$ cat config.mk
export PLATFORM = sky130hd
export DESIGN_NAME = uart_tx_arbiter
export DESIGN_NICKNAME = d
export VERILOG_FILES = /design/src/rtl/uart_arb_pkg.sv /design/src/rtl/uart_tx_arbiter_rr_pick.sv /design/src/rtl/uart_tx_arbiter.sv
export SDC_FILE = /design/constraint.sdc
export NUM_CORES = 1
export LEC_CHECK = 0
export CORE_ASPECT_RATIO = 0.75
export CORE_MARGIN = 3
export CORE_UTILIZATION = 51
export CTS_BUF_LIST = sky130_fd_sc_hd__clkbuf_8
export DETAILED_ROUTE_END_ITERATION = 6
export PLACE_DENSITY_LB_ADDON = 0.08
export SLEW_MARGIN = 30
export SYNTH_ARGS = -nofsm -noshare
export SYNTH_HDL_FRONTEND = slang
export SYNTH_HIERARCHICAL = 1
export SYNTH_SLANG_ARGS = --single-unit
export TNS_END_PERCENT = 100
$ cat constraint.sdc
create_clock -name clk -period 2.6 [get_ports clk]
set_input_delay 0.39 -clock clk [delete_from_list [all_inputs] [get_ports clk]]
set_output_delay 0.39 -clock clk [all_outputs]
set_load 0.02 [all_outputs]
$ cat src/rtl/uart_arb_pkg.sv
// ----------------------------------------------------------------------------
// Module      : uart_arb_pkg
// Description : Shared constants and state encoding for uart_tx_arbiter.
// Revision    : 1.0 - initial release
// ----------------------------------------------------------------------------
`default_nettype none

package uart_arb_pkg;

  localparam int UART_DATA_W = 8;

  // State encoding for the arbiter FSM
  localparam logic [1:0] ST_IDLE  = 2'd0;
  localparam logic [1:0] ST_START = 2'd1;
  localparam logic [1:0] ST_WAIT  = 2'd2;
  localparam logic [1:0] ST_GAP   = 2'd3;

  typedef enum logic [1:0] {
    S_IDLE  = ST_IDLE,
    S_START = ST_START,
    S_WAIT  = ST_WAIT,
    S_GAP   = ST_GAP
  } arb_state_e;

endpackage

`default_nettype wire

$ cat src/rtl/uart_tx_arbiter_rr_pick.sv
// ----------------------------------------------------------------------------
// Module      : uart_tx_arbiter_rr_pick
// Description : Round-robin picker (rr_pick). Purely combinational: returns the
//               first asserted request at or after ptr, wrapping N_REQ-1 -> 0.
// Revision    : 1.0 - initial release
// ----------------------------------------------------------------------------
`default_nettype none

module uart_tx_arbiter_rr_pick #(
  parameter int N_REQ = 4,
  parameter int PTR_W = 2
) (
  input  logic [N_REQ-1:0] req,
  input  logic [PTR_W-1:0] ptr,
  output logic             valid,
  output logic [PTR_W-1:0] grant
);

  localparam logic [PTR_W:0] N_WIDE = (PTR_W+1)'(N_REQ);

  logic [PTR_W:0] sum;

  // Walk offsets from farthest to nearest so the nearest requester wins last
  always_comb begin
    valid = |req;
    grant = '0;
    sum   = '0;
    for (int i = N_REQ - 1; i >= 0; i--) begin
      sum = {1'b0, ptr} + (PTR_W+1)'(i);
      if (sum >= N_WIDE) begin
        sum = sum - N_WIDE;
      end
      if (req[sum[PTR_W-1:0]]) begin
        grant = sum[PTR_W-1:0];
      end
    end
  end

endmodule

`default_nettype wire

$ cat src/rtl/uart_tx_arbiter.sv
// ----------------------------------------------------------------------------
// Module      : uart_tx_arbiter
// Description : Shares one uart_txB transmitter between N_REQ byte requesters.
//               Round-robin grant, start pulse, wait for tx_done with timeout,
//               then a programmable inter-byte gap.
//               Optional macro UART_ARB_STATS_EN adds per-requester ack counts
//               on stat_cnt.
// Revision    : 1.0 - initial release
// ----------------------------------------------------------------------------
`default_nettype none

module uart_tx_arbiter
  import uart_arb_pkg::*;
#(
  parameter int N_REQ    = 4,
  parameter int GAP_CYC  = 16,
  parameter int TOUT_CYC = 20000
) (
  input  logic                         clk,
  input  logic                         rst,        // asynchronous, active-low
  input  logic [N_REQ-1:0]             req,
  input  logic [UART_DATA_W*N_REQ-1:0] req_data,
  output logic [N_REQ-1:0]             ack,
  input  logic                         tx_en,
  input  logic                         tx_done,
  output logic                         tx_start,
  output logic [UART_DATA_W-1:0]       tx_data,
  output logic                         busy,
  output logic                         tout_err
`ifdef UART_ARB_STATS_EN
  ,
  output logic [16*N_REQ-1:0]          stat_cnt
`endif
);

  localparam int PTR_W    = (N_REQ > 1) ? $clog2(N_REQ) : 1;
  localparam int TOUT_W   = $clog2(TOUT_CYC) + 1;
  localparam int GAP_W    = $clog2(GAP_CYC + 1) + 1;
  localparam int GAP_LAST = (GAP_CYC > 0) ? GAP_CYC - 1 : 0;

  localparam logic [TOUT_W-1:0] TOUT_END = TOUT_W'(TOUT_CYC - 1);
  localparam logic [GAP_W-1:0]  GAP_END  = GAP_W'(GAP_LAST);
  localparam logic [PTR_W-1:0]  PTR_MAX  = PTR_W'(N_REQ - 1);

  arb_state_e        state;
  arb_state_e        state_nxt;
  logic [PTR_W-1:0]  rr_ptr;
  logic [PTR_W-1:0]  gnt_idx;
  logic              pick_valid;
  logic [PTR_W-1:0]  pick_idx;
  logic [TOUT_W-1:0] tout_cnt;
  logic [GAP_W-1:0]  gap_cnt;
  logic              grant_fire;
  logic              tout_hit;

  uart_tx_arbiter_rr_pick #(
    .N_REQ (N_REQ),
    .PTR_W (PTR_W)
  ) u_rr_pick (
    .req   (req),
    .ptr   (rr_ptr),
    .valid (pick_valid),
    .grant (pick_idx)
  );

  assign busy = (state != S_IDLE);

  // State register
  always_ff @(posedge clk or negedge rst) begin
    if (!rst) begin
      state <= S_IDLE;
    end else begin
      state <= state_nxt;
    end
  end

  // Next-state decode; tx_done beats a simultaneous timeout
  always_comb begin
    state_nxt  = state;
    grant_fire = 1'b0;
    tout_hit   = 1'b0;
    case (state)
      S_IDLE: begin
        if (pick_valid && tx_en) begin
          grant_fire = 1'b1;
          state_nxt  = S_START;
        end
      end
      S_START: state_nxt = S_WAIT;
      S_WAIT: begin
        if (tx_done) begin
          state_nxt = S_GAP;
        end else if (tout_cnt == TOUT_END) begin
          tout_hit  = 1'b1;
          state_nxt = S_GAP;
        end
      end
      S_GAP: begin
        if (gap_cnt == GAP_END) begin
          state_nxt = S_IDLE;
        end
      end
      default: state_nxt = S_IDLE;
    endcase
  end

  // Grant capture: one-cycle ack, latched byte, then start pulse from START
  always_ff @(posedge clk or negedge rst) begin
    if (!rst) begin
      ack      <= '0;
      tx_data  <= '0;
      gnt_idx  <= '0;
      tx_start <= 1'b0;
    end else begin
      ack      <= '0;
      tx_start <= (state == S_START);
      if (grant_fire) begin
        ack[pick_idx] <= 1'b1;
        tx_data       <= req_data[pick_idx*UART_DATA_W +: UART_DATA_W];
        gnt_idx       <= pick_idx;
      end
    end
  end

  // Round-robin pointer advances past the requester just served
  always_ff @(posedge clk or negedge rst) begin
    if (!rst) begin
      rr_ptr <= '0;
    end else if (state == S_START) begin
      rr_ptr <= (gnt_idx == PTR_MAX) ? '0 : gnt_idx + 1'b1;
    end
  end

  // Timeout and gap counters; each is cleared in the state before its use
  always_ff @(posedge clk or negedge rst) begin
    if (!rst) begin
      tout_cnt <= '0;
      gap_cnt  <= '0;
    end else begin
      case (state)
        S_START: tout_cnt <= '0;
        S_WAIT: begin
          gap_cnt <= '0;
          if (tout_cnt != TOUT_END) begin
            tout_cnt <= tout_cnt + 1'b1;
          end
        end
        S_GAP: begin
          if (gap_cnt != GAP_END) begin
            gap_cnt <= gap_cnt + 1'b1;
          end
        end
        default: ;
      endcase
    end
  end

  // Sticky timeout flag, cleared only by reset
  always_ff @(posedge clk or negedge rst) begin
    if (!rst) begin
      tout_err <= 1'b0;
    end else if (tout_hit) begin
      tout_err <= 1'b1;
    end
  end

`ifdef UART_ARB_STATS_EN
  generate
    for (genvar gi = 0; gi < N_REQ; gi++) begin : g_stat
      // Per-requester ack count, saturating at all-ones
      always_ff @(posedge clk or negedge rst) begin
        if (!rst) begin
          stat_cnt[gi*16 +: 16] <= '0;
        end else if (ack[gi] && (stat_cnt[gi*16 +: 16] != 16'hFFFF)) begin
          stat_cnt[gi*16 +: 16] <= stat_cnt[gi*16 +: 16] + 16'd1;
        end
      end
    end
  endgenerate
`endif

endmodule

`default_nettype wire

Word-level counts from Yosys, hierarchy flattened
Index checks and enable logic that the tools add are counted.
{"block": "totals", "register_bits": 42, "out_inout_bits": 15}
{"block": "op_classes", "n_addsub": 10, "order_cmp": 10, "n_eq_ne": 13, "shift": 1, "mux": 34, "reduce_logical": 10}
{"operator": "$pmux W16 S2", "n": 1}
{"operator": "$shiftx A32 B6 Y8", "n": 1}
{"operator": "$mux W2", "n": 13}
{"operator": "$add A16 B1 Y16 const B", "n": 1}
{"operator": "$eq A16 B15 Y1 const B", "n": 1}
{"operator": "$mux W16", "n": 1}
{"operator": "$ne A16 B15 Y1 const B", "n": 1}
{"operator": "$lt A2 B3 Y1 const B", "n": 5}
{"operator": "$pmux W6 S2", "n": 1}
{"operator": "$mux W1", "n": 10}
{"operator": "$ge A3 B3 Y1 const B", "n": 3}
{"operator": "$bmux W1 S2", "n": 4}
{"operator": "$ne A2 B2 Y1 const B", "n": 4}
{"operator": "$pmux W2 S4", "n": 1}
{"operator": "$sub A2 B1 Y2 const B", "n": 4}
{"operator": "$add A2 B2 Y3 const B", "n": 2}
{"operator": "$add A6 B1 Y6 const B", "n": 1}
{"operator": "$eq A2 B2 Y1 const B", "n": 3}
{"operator": "$eq A6 B4 Y1 const B", "n": 1}
{"operator": "$mux W6", "n": 1}
{"operator": "$ne A6 B4 Y1 const B", "n": 1}
{"operator": "$reduce_bool A2 Y1", "n": 3}
{"operator": "$mux W4", "n": 1}
{"operator": "$reduce_and A2 Y1", "n": 2}
{"operator": "11 further kinds", "n": 12}

Logic depth before layout (Yosys ltp)
{"block": "logic_depth", "word_depth": 14, "depth_mapped": 7, "mapped_depth_nobuf": 6}

Modules after synthesis
Netlist, hierarchy kept.
{"module": "uart_tx_arbiter", "instances": 1, "cells_each": 196, "area_each_um2": 2164.6, "seq_area_each_um2": 1051.0}
{"module": "uart_tx_arbiter_rr_pick", "instances": 1, "cells_each": 13, "area_each_um2": 77.6, "seq_area_each_um2": 0.0}

Worst setup path before layout
Ideal clock, no wire load.
{"block": "synth_timing", "path_type": "register to register", "startpoint": "reg rr_ptr[1]", "endpoint": "reg tx_data[2]", "setup_time_ns": 0.117, "t_arrival_ns": 1.799, "required_ns": 2.483, "path_slack_ns": 0.685, "stages_incl_launch_ff": 7, "path_buffers": 1, "period_less_slack_ns": 1.915, "path_cell_list": "dfrtp_1 > mux2i_1 > a211oi_2 > buf_2 > mux4_2 > nand2_1 > nand2_1"}
{"block": "synth_via", "elab_chain_len": 10}
{"element": "from (decl)", "line": "uart_tx_arbiter.sv:47", "source": "logic [PTR_W-1:0] rr_ptr;"}
{"element": "from (signal assigned)", "line": "uart_tx_arbiter.sv:130", "source": "rr_ptr <= (gnt_idx == PTR_MAX) ? '0 : gnt_idx + 1'b1;"}
{"element": "$add A2 B2 Y3", "line": "uart_tx_arbiter_rr_pick.sv:29", "source": "sum = {1'b0, ptr} + (PTR_W+1)'(i);"}
{"element": "$ge A3 B3 Y1 / $sub A2 B1 Y2 (equally long branches)", "line": "uart_tx_arbiter_rr_pick.sv:30, uart_tx_arbiter_rr_pick.sv:31"}
{"element": "$mux W2", "line": "uart_tx_arbiter_rr_pick.sv:30", "source": "if (sum >= N_WIDE) begin"}
{"element": "$bmux W1 S2", "line": "uart_tx_arbiter_rr_pick.sv:33", "source": "if (req[sum[PTR_W-1:0]]) begin"}
{"element": "$mux W1 (implied by the code)", "line": "uart_tx_arbiter_rr_pick.sv:33"}
{"element": "$mux W2 (3 in a row)", "line": "uart_tx_arbiter_rr_pick.sv:33"}
{"element": "$mux W2 *", "line": "uart_tx_arbiter_rr_pick.sv:33"}
{"element": "net pick_idx[0]", "line": "uart_tx_arbiter.sv:50", "source": "logic [PTR_W-1:0] pick_idx;"}
{"element": "$shiftx A32 B6 Y8 *", "line": "uart_tx_arbiter.sv:119", "source": "tx_data <= req_data[pick_idx*UART_DATA_W +: UART_DATA_W];"}
{"element": "to (signal assigned)", "line": "uart_tx_arbiter.sv:119"}
{"element": "to (decl)", "line": "uart_tx_arbiter.sv:27", "source": "output logic [UART_DATA_W-1:0] tx_data,"}
Mark *: on every way through the listed nets, which the timed path passes. The rest lies on a longest branch. The select of a mux whose other input is x is not followed.
A chain may end at the register's enable or synchronous reset.

Final worst setup path
{"block": "layout_timing", "startpoint": "in req[1]", "endpoint": "reg tx_data[1]"}
{"block": "layout_via", "elab_chain_len": 7}
{"element": "from (decl)", "line": "uart_tx_arbiter.sv:21", "source": "input logic [N_REQ-1:0] req,"}
{"element": "$bmux W1 S2", "line": "uart_tx_arbiter_rr_pick.sv:33"}
{"element": "$mux W1 (implied by the code)", "line": "uart_tx_arbiter_rr_pick.sv:33"}
{"element": "$mux W2 (3 in a row)", "line": "uart_tx_arbiter_rr_pick.sv:33"}
{"element": "$mux W2 *", "line": "uart_tx_arbiter_rr_pick.sv:33"}
{"element": "net pick_idx[1]", "line": "uart_tx_arbiter.sv:50"}
{"element": "$shiftx A32 B6 Y8 *", "line": "uart_tx_arbiter.sv:119"}
Marked as above.

==> impl_results.md <==
- Status: complete, no violations
- Post-Syn Instances: 209
- Clk_lat worst skew: about 0.29 ns
- Via count: between 1500 and 2000
- Maxcap violations: 0
- Vias/cell: ~5.4
- Max Clock Skew: 0.00834 ns
- Tmin final: ~2.2 ns
- Final Setup Violations: 0
- Top post-synthesis cells by count: 56 x nand2_1, 42 x dfrtp_1, 14 x mux2i_1
- IO Port Bufs: 54
- Std cell rows: 20
- Worst path required time: roughly 2.8 ns
- Starting density of the core: 54.3%
- Num CTS Buffers: 5
- Setup crit start kind: input port
- EDFF count, synth: 0
- DR pass1 iterations: 4
- Final setup TNS: 0 ns
- Setup CP Type: in2reg
- Antenna diodes: 0
- Final period util: between 80% and 90%
- Most used DFF post-synth: dfrtp_1
- Antenna viol nets, final: 0
- Post-layout power: approximately 0.0027 W
- Drt first-iter violations: 83
- Tightest Pin Transition: 0.931 ns
- Die width: a little over 80 um
- VDD IR-drop max: roughly 0.5 mV
- Synth top area share: 46.9%
- DRC viols: 0
- Slew margin rel.: between 30% and 40%
- Pins Over Slew Limit: 0
- Yosys reg bits: between 40 and 50
- DR WL/cell: roughly 15 um
- Leak Pwr: ~1.4 nW
- Distinct cells, synth: roughly 40
- Area contributors post-synth: dfrtp_1 47%, nand2_1 9.4%, mux4_2 8.0%
- Placeable Area: between 0.004 and 0.005 mm^2
- Clock Pin Slew Worst Setup and Hold Paths: 0.08 ns
- Share of layout cells above drive strength 1: ~12%
- # clock sinks: 42
- # IOs: 55
- Synth warn: 6
- Final Core Density: a little over 70%
- CTS resizes: 0
- Net Count, Synth: 256
- Final wirelength: between 4000 and 5000 um
- Hold Crit Class: in2async
- Number of global-route vias before repair: about 1700
- First-pass GRT wire length: just over 8000 um
- Largest net degree at the start of global routing: 43
- Global route total overflow: 0
- CTS hold repair buffers: 0
- Maximum fanout along the worst path: 13
- Post-Syn Area: approximately 0.0022 mm^2
- Cell accounting for the most synthesized area: dfrtp_1
- Die area: about 0.0052 mm^2
- Final hold viol count: 0
- Pwr/cell area: 899 mW/mm^2
- H-tree lvl count: 2
- Asr flop ratio synth: 100%
- Initial antenna violation count: 0
- Gr usage total: between 20% and 30%
- Chip height: 63.4 um
- Register area share after synthesis: a little under half
- Arr. time, crit path: between 2 and 2.5 ns
- Minimum hold slack: about 0.069 ns
- Nets@finish: around 320
- Post CTS Setup Buffer Count: 0
- Root buf cell: clkbuf_8
- Detail Placement HPWL: around 3700 um
- CTS tree: yes
- Max Buffers Root-to-Sink: 2
- Area Growth Syn to Fin: 33.5%
- Most common cell in the netlist: nand2_1
- Avg Inst Size Synth: around 11 um^2
- Fmax: about 460 MHz
- CP endpoint kind: register
- RSZ-0062 raised after global routing: no
- RD Place Congestion: between 0.8 and 0.9
[cell families (layout without fill, tap and decap cells)]
family	count (synthesis)	in the layout	synth area share, %
compound gates	20	20	7.26
xor+xnor	2	2	0.781
fa+ha+maj	7	7	3.91
buf+inv	10	70	1.79
flops	42	42	46.9
mux	26	26	16.3
simple gates	102	102	23.1
[per-stage QoR]
step | instances | worst slack [ns] | cell area, um^2
6_report | 324 | 0.411 | 2990
5_1_grt | 324 | 0.294 | 2990
4_1_cts | 324 | 0.423 | 2990
3_5_place_dp | 316 | 0.116 | 2850
3_3_place_gp | 316 | 0.134 | 2850
2_1_floorplan | 209 | 0.685 | 2240
[registers in the layout, summed over array words and instances (netlist names)]
| name | count |
|---|---|
| ack | 4 |
| tx_data | 8 |
| tout_cnt | 16 |
| tx_start | 1 |
| gnt_idx | 2 |
| rr_ptr | 2 |
| state | 2 |
| tout_err | 1 |
| gap_cnt | 6 |
[critical path, cell delays in order]
cell,delay [ns]
clkdlybuf4s50_1,0.43
nor3b_1,0.21
a211oi_1,0.07
nor2_1,0.71
mux4_2,0.42
nand2_1,0.09
nand2_1,0.04
[metal layers]
layer | GRT usage (%) | vias to the layer above | routed length (um)
met4 | 3.47 | 0 | 21
met1 | 30.3 | 828 | 2350
met5 | 0 | - | 0
met3 | 5.14 | 4 | 228
met2 | 29.4 | 48 | 2220
li1 | - | 866 | -
[worst paths after layout]
path	startpoint	end	slack, ns	cells after the start
setup / recovery	req[1]	tx_data[1]	0.41	7
hold / removal	rst	tx_data[6]	0.07	1
setup reg to reg	rr_ptr[1]	tx_data[1]	0.50	6
hold reg to reg	tx_data[3]	tx_data[3]	0.48	2
max in group asynchronous	rst	ack[3]	2.16	1
min in group clk	tx_data[3]	tx_data[3]	0.48	2
[cells in the final DEF (no fill, tap or decap), drive strengths merged, types with 3 or more instances in the layout]
master / n
a21oi: 3
nor3: 3
nor2: 10
clkdlybuf4s50: 53
ha: 7
nand3: 9
clkbuf: 6
nand2: 56
mux2: 4
nand2b: 5
dfrtp: 42
mux2i: 14
inv: 5
and3: 5
o21ai: 4
nand4: 5
buf: 4
mux4: 8
[area by class of cell]
cell class | instances | area [um^2]
Multi-Input combinational cell | 157 | 1150
Fill cell | 310 | 1140
Sequential cell | 42 | 1050
Timing Repair Buffer | 57 | 561
Clock buffer | 6 | 82.6
Tap cell | 55 | 68.8
Clock inverter | 2 | 60.1
Inverter | 5 | 18.8
[power by group]
| group | internal (W) | leakage, nW | switching, W | total, W |
|---|---|---|---|---|
| clock | 0.000410 | 0.0714 | 0.000220 | 0.000629 |
| combinational | 0.000529 | 0.734 | 0.000568 | 0.00110 |
| sequential | 0.000820 | 0.549 | 0.000144 | 0.000964 |
(Power assumes the default switching activity.)
